[src/rtl/subtractor_pipe.sv]
`default_nettype none
// +--------------------------------------------------------------------------+
// | Module  : subtractor_pipe                                                |
// | Desc    : Two-stage W-bit subtractor d = x + ~y + 1 on a prefix-carry    |
// |           datapath, valid/ready handshake on both sides.                 |
// | Revision: 1.0  initial release                                           |
// +--------------------------------------------------------------------------+
module subtractor_pipe #(
   parameter int W = 6
) (
   input  logic         clk,
   input  logic         rst_n,
   input  logic         in_valid,
   output logic         in_ready,
   input  logic [W-1:0] x,
   input  logic [W-1:0] y,
   output logic         out_valid,
   input  logic         out_ready,
   output logic [W:0]   d,
   output logic         borrow,
   output logic         zero
);

   localparam int LV = $clog2(W);

   logic         r_s1_valid;
   logic         r_s2_valid;
   logic [W-1:0] r_g;
   logic [W-1:0] r_p;
   logic [W-1:0] r_h;
   logic [W:0]   r_d;
   logic         r_borrow;
   logic         r_zero;

   logic         w_s1_en;
   logic         w_s2_en;
   logic [W-1:0] w_yi;
   logic [W-1:0] w_g;
   logic [W-1:0] w_p;
   logic [W-1:0] w_h;
   logic [W-1:0] w_gc;
   logic [W-1:0] w_pc;
   logic [W-1:0] w_s;
   logic         w_c;

   assign w_s2_en  = ~r_s2_valid | out_ready;
   assign w_s1_en  = ~r_s1_valid | w_s2_en;
   assign in_ready = w_s1_en;

   assign w_yi = ~y;
   assign w_p  = x | w_yi;
   assign w_h  = x ^ w_yi;
   // Carry-in of 1 is absorbed into the bit-0 generate.
   assign w_g  = {x[W-1:1] & w_yi[W-1:1], (x[0] & w_yi[0]) | w_p[0]};

   always_ff @(posedge clk or negedge rst_n) begin
      if (!rst_n) begin
         r_s1_valid <= 1'b0;
         r_g        <= '0;
         r_p        <= '0;
         r_h        <= '0;
      end else if (w_s1_en) begin
         r_s1_valid <= in_valid;
         if (in_valid) begin
            r_g <= w_g;
            r_p <= w_p;
            r_h <= w_h;
         end
      end
   end

   // Kogge-Stone prefix: each level merges groups at distance 2^l.
   always_comb begin
      w_gc = r_g;
      w_pc = r_p;
      for (int l = 0; l < LV; l++) begin
         w_gc = w_gc | (w_pc & (w_gc << (1 << l)));
         w_pc = w_pc & ((w_pc << (1 << l)) | ((W'(1) << (1 << l)) - W'(1)));
      end
   end

   assign w_s = {r_h[W-1:1] ^ w_gc[W-2:0], ~r_h[0]};
   assign w_c = w_gc[W-1];

   always_ff @(posedge clk or negedge rst_n) begin
      if (!rst_n) begin
         r_s2_valid <= 1'b0;
         r_d        <= '0;
         r_borrow   <= 1'b0;
         r_zero     <= 1'b0;
      end else if (w_s2_en) begin
         r_s2_valid <= r_s1_valid;
         if (r_s1_valid) begin
            r_d      <= {~w_c, w_s};
            r_borrow <= ~w_c;
            r_zero   <= (w_s == '0);
         end
      end
   end

   assign out_valid = r_s2_valid;
   assign d         = r_d;
   assign borrow    = r_borrow;
   assign zero      = r_zero;

endmodule
`default_nettype wire
[config.mk]
export PLATFORM = sky130hd
export DESIGN_NAME = subtractor_pipe
export DESIGN_NICKNAME = d
export VERILOG_FILES = /design/src/rtl/subtractor_pipe.sv
export SDC_FILE = /design/constraint.sdc
export NUM_CORES = 1
export LEC_CHECK = 0
export BUFFER_PORTS_ARGS = -buffer_cell sky130_fd_sc_hd__buf_4
export CAP_MARGIN = 30
export CORE_MARGIN = 2
export CORE_UTILIZATION = 42
export CTS_BUF_LIST = sky130_fd_sc_hd__clkbuf_8
export DETAILED_ROUTE_END_ITERATION = 7
export GPL_TIMING_DRIVEN = 0
export PLACE_DENSITY_LB_ADDON = 0.25
export SLEW_MARGIN = 10
export SYNTH_ARGS = -nofsm -noshare
export SYNTH_HDL_FRONTEND = slang
export SYNTH_SLANG_ARGS = --single-unit
[constraint.sdc]
create_clock -name clk -period 2.1 [get_ports clk]
set_clock_uncertainty 0.2 [all_clocks]
set_input_delay 0.21 -clock clk [delete_from_list [all_inputs] [get_ports clk]]
set_output_delay 0.21 -clock clk [all_outputs]
set_load 0.02 [all_outputs]
* Yosys cells after proc, flatten, opt, wreduce, memory -nomap -nowiden
Cells that the tools add are included. Widths: inputs -> output; s select.
Operators by class: add/subtract/negate cells 0, $lt $le $gt $ge 0, shifts and indexed selects 0, divide/modulo/power cells 0, muxes and demuxes 0, $mul 0, equal/unequal tests 0, reductions and logical operators 3, bitwise logic cells 21
Operators by type and width (number):
- $and 6x6->6 | 5
- $or 6x6->6 | 4
- $logic_not 6->1 | 1
- $not 6->6 | 1
- $xor 6x6->6 | 1
- $and 5x5->5 | 1
- $xor 5x5->5 | 1
- $not 1->1 | 4
- $reduce_and 2->1 | 2
- $or 1x1->1 | 3
- $and 1x1->1 | 1
Word-level totals: logic and storage cells 32, register bits after elaboration 29, memory bits (read-only) 0, memories 0, input port bits 16, bits in latches 0, output and inout port bits 11, RAM bits 0

* Longest topological paths before layout
word-level depth 8, mapped depth 5, depth with buffers taken out 5

* Worst setup path after synthesis
No wires, ideal clock.
path type flip-flop to flip-flop, from register r_s2_valid (netlist: out_valid), to register r_g[1], stages on the path, launching flop included 5, slack 0.270 ns, buffers on the path 1, period minus slack after synthesis 1.830 ns, required time 1.775 ns, data arrival time 1.505 ns, library setup time 0.125 ns, path through dfrtp_1 > nand3b_1 > nand2_1 > buf_2 > mux2_2
On the way: word-level cells in the longest chain between the ends 4
Ends and longest elaborated chain:
- start: declaration | RTL line 27 | logic r_s2_valid;
- start signal: assignment | RTL line 92 | r_s2_valid <= r_s1_valid;
- $not 1->1 | RTL line 46 | assign w_s2_en = ~r_s2_valid | out_ready;
- $or 1x1->1 | RTL line 46
- $or 1x1->1 | RTL line 47 | assign w_s1_en = ~r_s1_valid | w_s2_en;
- named net in_ready | RTL line 14 | output logic in_ready,
- $reduce_and 2->1 (no source line)
- end signal: assignment | RTL line 65 | r_g <= w_g;
- end: declaration | RTL line 28 | logic [W-1:0] r_g;
The timed path passes the listed nets, and every way through them passes these cells. A chain may end at the register's enable or synchronous reset.

* Worst setup path after layout
from input port in_valid, to register r_h[3]
On the way: word-level cells in the longest chain between the ends 1
Ends and longest elaborated chain:
- start: declaration | RTL line 13 | input logic in_valid,
- $reduce_and 2->1 (no source line)
- end signal: assignment | RTL line 67 | r_h <= w_h;
- end: declaration | RTL line 30 | logic [W-1:0] r_h;
Every way passes these cells.

==> out/metrics.csv <==
stage,metric,value,unit
drt,wl_per_instance,11.8,um
synthesis,post_synth_inst_count,113,
drt,totalWireLength,2100,um
cts,clkTransAtPathRegs,90,ps
drt,drc_errors,0,
placement,finalWeightedCongestion,0.711,
setup_path,crit_buf_inv,3,
cts,clk_lat_worst_skew,260,ps
worst_hold_path,hp-class,input port to register,
global_route,grt_overflow,0,
pwr,worst_ir_drop_vdd,0.000303,V
synthesis,ys_ff_latch,27,
synthesis,number_of_enable_type_register_cells_in_the_synthesized_netlist,0,
cells_and_area,drive_above_1_share,31.0,%
synthesis,synthesis.yosys.warnings,0,
status,run_status,"finished, final reports clean",
setup_path,slowest_delay,530,ps
sta,worstMarginPinSlew,377,ps
global_route,grt_pass1_vias,872,
global_route,first_pass_grt_wire_length,3690,um
floorplan,die_height,59.1,um
cells_and_area,antenna-diode-count,0,
placement,placed_cells_incl_taps,172,
cts,clock-root-buffer,clkbuf_8,
synthesis,syn_area_per_cell,11.3,um^2
drt,dr.first_iter.drc_count,25,
placement,place.port_buffers,26,
cts,cts_max_level,1,
synthesis,post_synth_main_area_contributors,"dfrtp_1 53%, ha_1 11%, mux2_2 9.7%",
sta,rsz0062_at_grt,no,
sta,relSlewSlack,74.9,%
synthesis,post_synth_instance_area,1280,um^2
floorplan,floorplan.initialDensity,42.9,%
sta,setup_viol_count_final,0,
cells_and_area,filler_cell_count,283,
setup_path,crit_fanout,10,
sta,fin_crit,1780,ps
pwr,power.density_cell_area,862,nW/um^2
cts,cts.path.max_buffers,2,
sta,slew_viol_final,0,
global_route,grt_start_max_net_pins,28,
flow_run,timing.max_cap.violations,0,
setup_path,timing.critical_path.from_type,input port,
drt,detailroute.via_count,862,
worst_hold_path,hold_wc_startpoint,out_ready,
drt,drt.antenna.violating_nets,0,
sta,holdWs,32.8,ps
synthesis,yosys.area.top_type_share,52.9,%
setup_path,critical_path_arrival,1730,ps
synthesis,synth_area_leader_cell,dfrtp_1,
cells_and_area,finalNetCount,173,
drt,met3_length,73,um
sta,period_share,84.7,%
synthesis,syn_nets,140,
drt,wirelength_met1,953,um
cts,cts-buffers-inserted,3,
setup_path,cp_top_family,buffers and inverters,
floorplan,die_area,3500,um^2
cts,cts.repair.resized,0,
synthesis,post_synthesis_sequential_area_ratio,52.9,%
global_route,global_route.usage.total,14.1,%
setup_path,worst_r2r_start,out_valid,
setup_path,crit_path_start,in_valid,
cts,tritoncts,done,
drt,met2_length,1060,um
global_route,grt_antenna_before_repair,0,
setup_path,worst_ep_required_time,2050,ps
synthesis,synth-async-reset-ratio,100,%
drt,detailedRoute.firstPassIterationCount,4,
floorplan,die_w,59.1,um
sta,finalHoldViolCount,0,
synthesis,synthDistinctLibCells,23,
synthesis,dominant_synthesized_flop_cell,dfrtp_1,
setup_path,path_cells,dlygate4sd3_1 -> buf_4 -> nand2_1 -> buf_2 -> mux2_2,
placement,place_hpwl,1680,um
pwr,post-layout-total-power,1.36,mW
sta,achievable-frequency,0.562,GHz
cts,clkSinkCount,27,
sta,totalNegativeSetupSlack,0,ps
floorplan,placementRows,20,
cells_and_area,flow.area_growth_from_synthesis,23.6,%
floorplan,core-area,2980,um^2
cells_and_area,final_cell_mix,"27 x buf_4, 27 x dfrtp_1, 16 x nand2_1, 13 x o21ai_0, 12 x inv_1",
drt,topRoutingLayerUsed,met4,
cells_and_area,instances_no_fill,178,
floorplan,boundaryPins,27,
drt,routed_via_density,4.84,
setup_path,worst_path_max_delay_cell,dlygate4sd3_1,
setup_path,path_class,input port to register,
pwr,power_leakage,0.805,nW
setup_path,timing.critical_path.to_type,register,
[worst paths after layout]
path | endpoint | slack (ps) | depth (start not counted)
worst max-delay path | r_h[3] | 320 | 5
worst min-delay path | out_valid | 30 | 3
worst max register to register | r_h[3] | 410 | 4
worst min register to register | d[6] | 250 | 1
max in group asynchronous | d[1] | 1260 | 2
min in group asynchronous | r_s1_valid | 190 | 2
[cells in the mapped netlist (2+ instances only)]
| cell type | instances |
|---|---|
| nor2_1 | 2 |
| o21ai_0 | 13 |
| nand2b_1 | 3 |
| dfrtp_1 | 27 |
| clkbuf_1 | 2 |
| ha_1 | 11 |
| mux2_2 | 11 |
| xnor2_1 | 3 |
| nand2_1 | 16 |
| inv_1 | 11 |
| xor2_1 | 2 |
[routing by layer]
layer  up-vias  global-route usage [%]
li1        434                       -
met1       407                    16.0
met2        19                    26.3
met3         2                    2.62
met4         0                    4.87
met5         -                       0
[final cells by class]
class,instances,area [um^2],area share (%)
sequential,27,676,42.8
timing repair buffer,28,215,13.6
tap,33,41.3,2.62
multi-input combinational,71,539,34.2
inverter,11,41.3,2.62
buffer,4,20.0,1.27
clock buffer,3,41.3,2.62
clock inverter,1,3.75,0.238
[metrics by stage]
stage          utilization (%)  area, um^2  worst slack (ps)
2_1_floorplan                -        1280               270
3_5_place_dp              50.8        1510               358
4_1_cts                   53.0        1580               291
3_3_place_gp              50.8        1510               384
6_report                  53.0        1580               322
5_1_grt                   53.0        1580               250
[registers in the layout (all words and copies together), names as in the netlist]
name	count
d	7
r_g	6
r_h	6
r_p	5
out_valid	1
r_s1_valid	1
zero	1
[repair_timing]
action | 4_1_cts | 5_1_grt
setup buffers | 0 | 0
endpoints found under the setup margin | 0 | 0
endpoints found under the hold margin | 28 | 0
hold buffers | 2 | 0
[worst min-delay path: cells and delay by family]
kind,cells,cell delay (ps)
buf+inv,1,80
simple gates,2,170
[logic make-up after synthesis]
kind of cell / count (synthesis) / synth area share (%)
and+or+nand+nor: 25 / 8.92
muxes: 11 / 9.71
DFF: 27 / 52.9
AOI/OAI and AO/OA: 19 / 9.41
adders and majority gates: 11 / 10.8
buffers and inverters: 15 / 4.80
xor gates and xnor gates: 5 / 3.43
[power breakdown]
part	leakage, nW	internal (mW)	switching, mW
clock	0.0269	0.131	0.147
sequential	0.325	0.619	0.0624
combinational	0.453	0.195	0.206
Note: power is estimated with default switching activity, not from simulation.
